==> src/rtl/dma_sched_pkg.sv <==
// rtl/dma_sched_pkg.sv - shared types and width helpers for the DMA transfer scheduler
// Contents:
//   AddrWidth, LenWidth  descriptor field widths
//   desc_t               {src, dst, len} 1D transfer descriptor
//   stream_state_e       per-stream lifecycle IDLE -> ISSUE -> ACTIVE
//   idx_width()          index width that stays >= 1 for single-entry arrays
package dma_sched_pkg;

   localparam int AddrWidth = 64;
   localparam int LenWidth  = 32;

   typedef struct packed {
      logic [AddrWidth-1:0] src;
      logic [AddrWidth-1:0] dst;
      logic [LenWidth-1:0]  len;
   } desc_t;

   typedef enum logic [1:0] {
      IDLE   = 2'd0,
      ISSUE  = 2'd1,
      ACTIVE = 2'd2
   } stream_state_e;

   function automatic int idx_width(input int n);
      return (n > 1) ? $clog2(n) : 1;
   endfunction

endpackage

==> src/rtl/dma_sched_stream_slot.sv <==
// rtl/dma_sched_stream_slot.sv - one backend stream: lifecycle FSM plus latched descriptor, owner and ID
// Ports:
//   clk_i, rst_i   clock, asynchronous active-high reset
//   grant_i        scheduler assigns a descriptor to this slot (only while idle)
//   desc_i         descriptor to latch on grant
//   owner_i        requester index to latch on grant
//   tf_id_i        transfer ID to latch on grant
//   ready_i        backend stream accepts the descriptor
//   done_i         backend completion pulse
//   idle_o         slot is IDLE (registered state)
//   valid_o        descriptor valid toward the backend (ISSUE state)
//   desc_o         latched descriptor
//   owner_o        latched owner index
//   tf_id_o        latched transfer ID
//   done_fire_o    completion accepted this cycle (done while ACTIVE)
module dma_sched_stream_slot
   import dma_sched_pkg::*;
#(
   parameter int OwnerWidth = 3,
   parameter int TfIdWidth  = 8
) (
   input  logic                  clk_i,
   input  logic                  rst_i,
   input  logic                  grant_i,
   input  desc_t                 desc_i,
   input  logic [OwnerWidth-1:0] owner_i,
   input  logic [TfIdWidth-1:0]  tf_id_i,
   input  logic                  ready_i,
   input  logic                  done_i,
   output logic                  idle_o,
   output logic                  valid_o,
   output desc_t                 desc_o,
   output logic [OwnerWidth-1:0] owner_o,
   output logic [TfIdWidth-1:0]  tf_id_o,
   output logic                  done_fire_o
);

   stream_state_e state_q, state_d;

   always_ff @(posedge clk_i or posedge rst_i) begin
      if (rst_i) begin
         state_q <= IDLE;
      end else begin
         state_q <= state_d;
      end
   end

   // Done pulses outside ACTIVE are stale (e.g. from before a reset) and dropped.
   always_comb begin
      state_d = state_q;
      case (state_q)
         IDLE:    if (grant_i) state_d = ISSUE;
         ISSUE:   if (ready_i) state_d = ACTIVE;
         ACTIVE:  if (done_i)  state_d = IDLE;
         default: state_d = IDLE;
      endcase
   end

   always_ff @(posedge clk_i or posedge rst_i) begin
      if (rst_i) begin
         desc_o  <= '0;
         owner_o <= '0;
         tf_id_o <= '0;
      end else if (grant_i) begin
         desc_o  <= desc_i;
         owner_o <= owner_i;
         tf_id_o <= tf_id_i;
      end
   end

   assign idle_o      = (state_q == IDLE);
   assign valid_o     = (state_q == ISSUE);
   assign done_fire_o = (state_q == ACTIVE) && done_i;

endmodule

==> src/rtl/dma_tf_scheduler.sv <==
// rtl/dma_tf_scheduler.sv - shares 1D transfer descriptors from several requesters across DMA backend streams
// Ports:
//   clk_i, rst_i     clock, asynchronous active-high reset
//   req_valid_i      descriptor valid per requester
//   req_ready_o      descriptor accepted (one-hot or zero, combinational)
//   req_desc_i       descriptor per requester
//   req_tf_id_o      ID given to the descriptor accepted this cycle
//   stream_valid_o   descriptor valid toward each stream
//   stream_ready_i   stream accepts its descriptor
//   stream_desc_o    registered descriptor per stream
//   stream_done_i    completion pulse per stream
//   term_event_o     registered completion pulse per owning requester
//   completed_id_o   ID of the most recent completion
//   busy_o           any stream not IDLE
module dma_tf_scheduler
   import dma_sched_pkg::*;
#(
   parameter int NumReq         = 5,
   parameter int NumStreams     = 4,
   parameter int TfIdWidth      = 8,
   parameter int MaxOutstanding = 4
) (
   input  logic                         clk_i,
   input  logic                         rst_i,
   input  logic  [NumReq-1:0]           req_valid_i,
   output logic  [NumReq-1:0]           req_ready_o,
   input  desc_t [NumReq-1:0]           req_desc_i,
   output logic  [TfIdWidth-1:0]        req_tf_id_o,
   output logic  [NumStreams-1:0]       stream_valid_o,
   input  logic  [NumStreams-1:0]       stream_ready_i,
   output desc_t [NumStreams-1:0]       stream_desc_o,
   input  logic  [NumStreams-1:0]       stream_done_i,
   output logic  [NumReq-1:0]           term_event_o,
   output logic  [TfIdWidth-1:0]        completed_id_o,
   output logic                         busy_o
);

   localparam int ReqIdxW = idx_width(NumReq);
   localparam int StrIdxW = idx_width(NumStreams);
   localparam int CntW    = $clog2(MaxOutstanding + 1);
   localparam logic [CntW-1:0] MaxCnt = CntW'(MaxOutstanding);

   logic [TfIdWidth-1:0] tf_id_q;
   logic [ReqIdxW-1:0]   rr_ptr_q;
   logic [CntW-1:0]      out_cnt_q [NumReq];
   logic [CntW-1:0]      out_cnt_d [NumReq];

   logic [NumStreams-1:0] stream_idle;
   logic [NumStreams-1:0] stream_grant;
   logic [NumStreams-1:0] done_fire;
   logic [ReqIdxW-1:0]    slot_owner [NumStreams];
   logic [TfIdWidth-1:0]  slot_tf_id [NumStreams];

   logic                 any_idle;
   logic [StrIdxW-1:0]   free_idx;
   logic [NumReq-1:0]    eligible;
   logic                 gnt_found;
   logic                 accept;
   logic [ReqIdxW-1:0]   gnt_idx;
   desc_t                gnt_desc;
   logic                 gnt_zero;
   logic [NumReq-1:0]    term_d;
   logic [TfIdWidth-1:0] cid_d;

   // Lowest-index idle stream. Idleness comes from registered state, so a
   // stream finishing this cycle only becomes grantable next cycle.
   assign any_idle = |stream_idle;

   always_comb begin
      free_idx = '0;
      for (int s = NumStreams - 1; s >= 0; s--) begin
         if (stream_idle[s]) free_idx = StrIdxW'(s);
      end
   end

   // Zero-length descriptors never occupy a stream, so they do not need a free one.
   always_comb begin
      for (int r = 0; r < NumReq; r++) begin
         eligible[r] = req_valid_i[r] && (out_cnt_q[r] < MaxCnt) &&
                       ((req_desc_i[r].len == '0) || any_idle);
      end
   end

   // Round-robin: search starts at the index after the last grant.
   always_comb begin : rr_pick
      int j;
      gnt_found = 1'b0;
      gnt_idx   = '0;
      j         = 0;
      for (int k = 0; k < NumReq; k++) begin
         j = int'(rr_ptr_q) + k;
         if (j >= NumReq) j = j - NumReq;
         if (!gnt_found && eligible[j]) begin
            gnt_found = 1'b1;
            gnt_idx   = ReqIdxW'(j);
         end
      end
   end

   // Reset also masks the combinational handshake so every output reads 0 during reset.
   assign accept   = gnt_found && !rst_i;
   assign gnt_desc = req_desc_i[gnt_idx];
   assign gnt_zero = (gnt_desc.len == '0);

   always_comb begin
      req_ready_o = '0;
      if (accept) req_ready_o[gnt_idx] = 1'b1;
   end

   assign req_tf_id_o = tf_id_q;

   always_comb begin
      for (int s = 0; s < NumStreams; s++) begin
         stream_grant[s] = accept && !gnt_zero && (free_idx == StrIdxW'(s));
      end
   end

   for (genvar s = 0; s < NumStreams; s++) begin : g_slot
      dma_sched_stream_slot #(
         .OwnerWidth (ReqIdxW),
         .TfIdWidth  (TfIdWidth)
      ) u_slot (
         .clk_i       (clk_i),
         .rst_i       (rst_i),
         .grant_i     (stream_grant[s]),
         .desc_i      (gnt_desc),
         .owner_i     (gnt_idx),
         .tf_id_i     (tf_id_q),
         .ready_i     (stream_ready_i[s]),
         .done_i      (stream_done_i[s]),
         .idle_o      (stream_idle[s]),
         .valid_o     (stream_valid_o[s]),
         .desc_o      (stream_desc_o[s]),
         .owner_o     (slot_owner[s]),
         .tf_id_o     (slot_tf_id[s]),
         .done_fire_o (done_fire[s])
      );
   end

   // Completion bookkeeping. Streams are scanned upward so the highest-index
   // completion owns completed_id_o and overrides a same-cycle zero-length one.
   always_comb begin : completion
      logic [CntW-1:0] dec;
      logic            inc;
      term_d = '0;
      cid_d  = completed_id_o;
      dec    = '0;
      inc    = 1'b0;
      if (accept && gnt_zero) begin
         term_d[gnt_idx] = 1'b1;
         cid_d           = tf_id_q;
      end
      for (int s = 0; s < NumStreams; s++) begin
         if (done_fire[s]) begin
            term_d[slot_owner[s]] = 1'b1;
            cid_d                 = slot_tf_id[s];
         end
      end
      for (int r = 0; r < NumReq; r++) begin
         dec = '0;
         for (int s = 0; s < NumStreams; s++) begin
            if (done_fire[s] && (slot_owner[s] == ReqIdxW'(r))) dec = dec + CntW'(1);
         end
         inc          = accept && !gnt_zero && (gnt_idx == ReqIdxW'(r));
         out_cnt_d[r] = out_cnt_q[r] + CntW'(inc) - dec;
      end
   end

   always_ff @(posedge clk_i or posedge rst_i) begin
      if (rst_i) begin
         tf_id_q        <= '0;
         rr_ptr_q       <= '0;
         term_event_o   <= '0;
         completed_id_o <= '0;
         for (int r = 0; r < NumReq; r++) out_cnt_q[r] <= '0;
      end else begin
         term_event_o   <= term_d;
         completed_id_o <= cid_d;
         for (int r = 0; r < NumReq; r++) out_cnt_q[r] <= out_cnt_d[r];
         if (accept) begin
            tf_id_q  <= tf_id_q + 1'b1;
            rr_ptr_q <= (gnt_idx == ReqIdxW'(NumReq - 1)) ? '0 : gnt_idx + 1'b1;
         end
      end
   end

   assign busy_o = ~&stream_idle;

endmodule

==> config.mk <==
export PLATFORM = sky130hd
export DESIGN_NAME = dma_tf_scheduler
export DESIGN_NICKNAME = d
export VERILOG_FILES = /design/src/rtl/dma_sched_pkg.sv /design/src/rtl/dma_sched_stream_slot.sv /design/src/rtl/dma_tf_scheduler.sv
export SDC_FILE = /design/constraint.sdc
export NUM_CORES = 2
export LEC_CHECK = 0
export ABC_AREA = 1
export BUFFER_PORTS_ARGS = -buffer_cell sky130_fd_sc_hd__buf_4
export CAP_MARGIN = 20
export CORE_AREA = 2 2 581 583
export CTS_CLUSTER_DIAMETER = 40
export CTS_CLUSTER_SIZE = 24
export DETAILED_ROUTE_END_ITERATION = 12
export DIE_AREA = 0 0 583 585
export GPL_TIMING_DRIVEN = 0
export PLACE_DENSITY = 0.34
export REMOVE_ABC_BUFFERS = 1
export SLEW_MARGIN = 30
export SYNTH_ARGS = -nofsm -noshare
export SYNTH_HDL_FRONTEND = slang
export SYNTH_SLANG_ARGS = --single-unit
==> constraint.sdc <==
create_clock -name clk_i -period 31.2 [get_ports clk_i]
set_clock_uncertainty 0.1 [all_clocks]
set_input_delay 4.68 -clock clk_i [delete_from_list [all_inputs] [get_ports clk_i]]
set_output_delay 4.68 -clock clk_i [all_outputs]
set_load 0.005 [all_outputs]
==> impl_metrics.toml <==
[setup_path]
timing.critical_path.buf_inv = 4
ff2ff_path_depth = 35
reg2reg_setup_slack_ps = 22540
cp_common_cell = "sky130_fd_sc_hd__nand2_1"
sort_of_element_at_the_start_of_the_critical_path = "input port"
arrival_ps = 9070
cpLargestDelayFamily = "simple AND/OR/NAND/NOR gates"
crit_path_cell_trace = "buf_4, nor2_1, nand2_1, nor2_1, nand4_1, nand2_1, nand2_1, nand2_1, nand3_1, nand2_1, nand2_1, nand2_1, nor3_1, nand4_1, nand2_1, inv_8, buf_16, nand2_1, nor2_1, buf_4"
worstReg2RegStart = "rr_ptr_q[0]$_DFFE_PP0P_"
worstPathMaxFanout = 65
cp_slowest_stage_delay_ps = 620
path_class = "input port to output pin"
timing.critical_path.slowest_stage_cell = "sky130_fd_sc_hd__inv_8"
worst_ep_required_time_ps = 26420
worst_r2r_endpoint = "g_slot[3].u_slot.state_q[0]$_DFFE_PP0P_"
setup.worst_path.end_class = "output pin"

[detailed_routing]
drt-vias-per-instance = 3.93
num_vias = 43000
drtIter0Drc = 2753
first_pass_iters = 6
route.final.wire_length_um = 268000
drt.antenna.violating_nets = 0
drcViolationCount = 0
routed_wire_length_per_instance_um = 24.6

[logic_synthesis]
synth-async-reset-ratio_pct = 100
synth-edff-count = 0
ys.flop_type = "sky130_fd_sc_hd__dfrtp_1"
synth_area_mm2 = 0.0380
synth_seq_cells = 731
post_synth.cell_area_avg_um2 = 7.77
yosys_warnings = 0
netlist-cell-type-count = 44
yosysSeqAreaShare_pct = 48.1
post_synth_inst_count = 4893

[placed_design]
place_congestion = 0.910
dpl-instance-area_mm2 = 0.0563
placed_cells = 10500
dp.final_hpwl_um = 209000
io_buffer_count = 1485

[status]
status = "finished, final reports clean"

[global_routing]
vias_in_the_first_global_route = 42600
largest_net_degree_at_the_start_of_global_routing = 105
wire_length_of_the_first_global_routing_pass_um = 361000
initial_antenna_violation_count = 45
grt_usage_pct = 15.0
grt_remaining_overflow = 0

[layout]
nets = 7201
num-fill-cells = 37600
postLayoutCellArea_mm2 = 0.0637
final_cell_count_no_fill = 10900
final_common_cell = "sky130_fd_sc_hd__nand2_1"
drive_gt1_share_pct = 31.5
synthToLayoutAreaGrowth_pct = 67.4
final_cell_mix = "2134 x sky130_fd_sc_hd__nand2_1, 1520 x sky130_fd_sc_hd__buf_4, 807 x sky130_fd_sc_hd__nand4_1"

[clock_tree]
cts_setup_buffers = 0
cts_made_buffers = 199
clock-root-buffer = "sky130_fd_sc_hd__clkbuf_16"
count_of_h_tree_levels_built_during_cts = 4
cts_tree = "yes"
numClockSinks = 731
insertion_delay_ps = 870
cts_hold_repair.buffers = 0
clock_slew_seen_by_the_registers_of_the_worst_setup_and_hold_paths_ps = 50
cts_buffer_depth = 4
postCtsResizedCells = 0

[worst_hold_path]
hold_class = "flop to flop"
worst_hold_path.num_cells = 2
hold_path.startpoint = "g_slot[0].u_slot.desc_o[89]$_DFFE_PP0P_"
hold-path-endpoint = "g_slot[0].u_slot.desc_o[89]$_DFFE_PP0P_"

[die]
die_y_um = 585
design.die.area_mm2 = 0.341
i_o_pins = 1486
num_rows = 213
start_util_pct = 11.3
coreArea_mm2 = 0.335
fp.dieW_um = 583

[sta]
period_minus_slack_ps = 13850
final-hold-violation-count = 0
max-slew-margin-rel_pct = 37.8
rsz0062_at_grt = "false"
timing_max_transition_violations_final = 0
fmaxAchievable_ghz = 0.0722
fin_crit_sh_pct = 44.4
worst_pin_slew_ps = 930
finalSetupViolCount = 0

[job]
max_cap_violations = 0
==> final cells by class <==
cell class / instances / area (µm²) / area share, %
diodes: 19 / 47.5 / 0.0747
clock buffers: 261 / 5600 / 8.80
clock inverters: 102 / 1730 / 2.72
inverters: 127 / 507 / 0.796
multi-input cells: 3626 / 17600 / 27.6
flip-flops and latches: 731 / 18300 / 28.7
well taps: 4407 / 5510 / 8.66
repair buffers: 1649 / 14400 / 22.6
==> Yosys cell counts (all sizes together) (12+ instances only) <==
cell type  number  area [µm²]
xnor2          12         105
a22oi         143        1070
nand3         147         746
nor3           18        90.1
xor2           32         295
nand2        2142        8070
nor2          202         827
nand4         808        5070
a21oi          12        75.1
dfrtp         731       18300
o21ai          22         114
clkbuf        237         891
ha             47         588
inv           123         462
buf           172         966
==> flip-flops by register name (all words and copies together), names as in the netlist <==
| name | cells |
|---|---|
| g_slot.u_slot.desc_o | 640 |
| rr_ptr_q | 3 |
| completed_id_o | 8 |
| g_slot.u_slot.tf_id_o | 32 |
| g_slot.u_slot.owner_o | 12 |
| req_tf_id_o | 8 |
| out_cnt_q | 15 |
| g_slot.u_slot.state_q | 8 |
| term_event_o | 5 |
==> metal layers <==
layer	vias up	part of all wire, %	track usage (%)
li1	19600	-	-
met1	21300	42	18.6
met2	1777	47	24.6
met3	367	7.8	4.25
met4	12	3.7	5.31
met5	-	0.031	0
==> through the flow <==
stage	setup TNS, ps	hold slack, ps	utilization (%)	worst slack, ps
after floorplan	-6946270	342	-	-10470
after global placement	-	352	15.8	-45920
after detailed placement	0	359	16.8	17410
after CTS	0	370	19.0	17390
after global routing	0	377	19.0	17070
final	0	365	19.0	17350
==> kinds of logic after synthesis <==
family | count (synthesis) | share of synthesized area, %
buffers and inverters | 536 | 6.13
AO/OA/AOI/OAI | 199 | 3.73
multiplexers | 5 | 0.132
flip-flops | 731 | 48.1
AND/OR/NAND/NOR | 3326 | 39.1
XOR/XNOR | 44 | 1.05
adder cells (fa/ha/maj) | 52 | 1.81
==> worst max-delay path by stage <==
stage                    startpoint                                 endpoint  slack, ps  cells after the start
floorplan                     rst_i   g_slot[1].u_slot.desc_o[0]$_DFFE_PP0P_     -10470                      6
global placement              rst_i  g_slot[0].u_slot.state_q[0]$_DFFE_PP0P_     -45920                      6
detailed placement  req_desc_i[658]                           req_ready_o[2]      17410                     18
CTS                 req_desc_i[658]                           req_ready_o[2]      17390                     18
global route        req_desc_i[658]                           req_ready_o[2]      17070                     18
finish                req_desc_i[8]                           req_ready_o[2]      17350                     20
==> worst register-to-register path: cells and delay by family, from the launching register on <==
family / cells / cell delay (ps)
AOI/OAI and AO/OA: 1 / 140
adders and majority gates: 1 / 440
buffers and inverters: 10 / 2540
DFF: 1 / 690
and+or+nand+nor: 23 / 4700
Power is not shown: default switching activity piles up to over one toggle a cycle in this logic, so the estimate is an artifact.
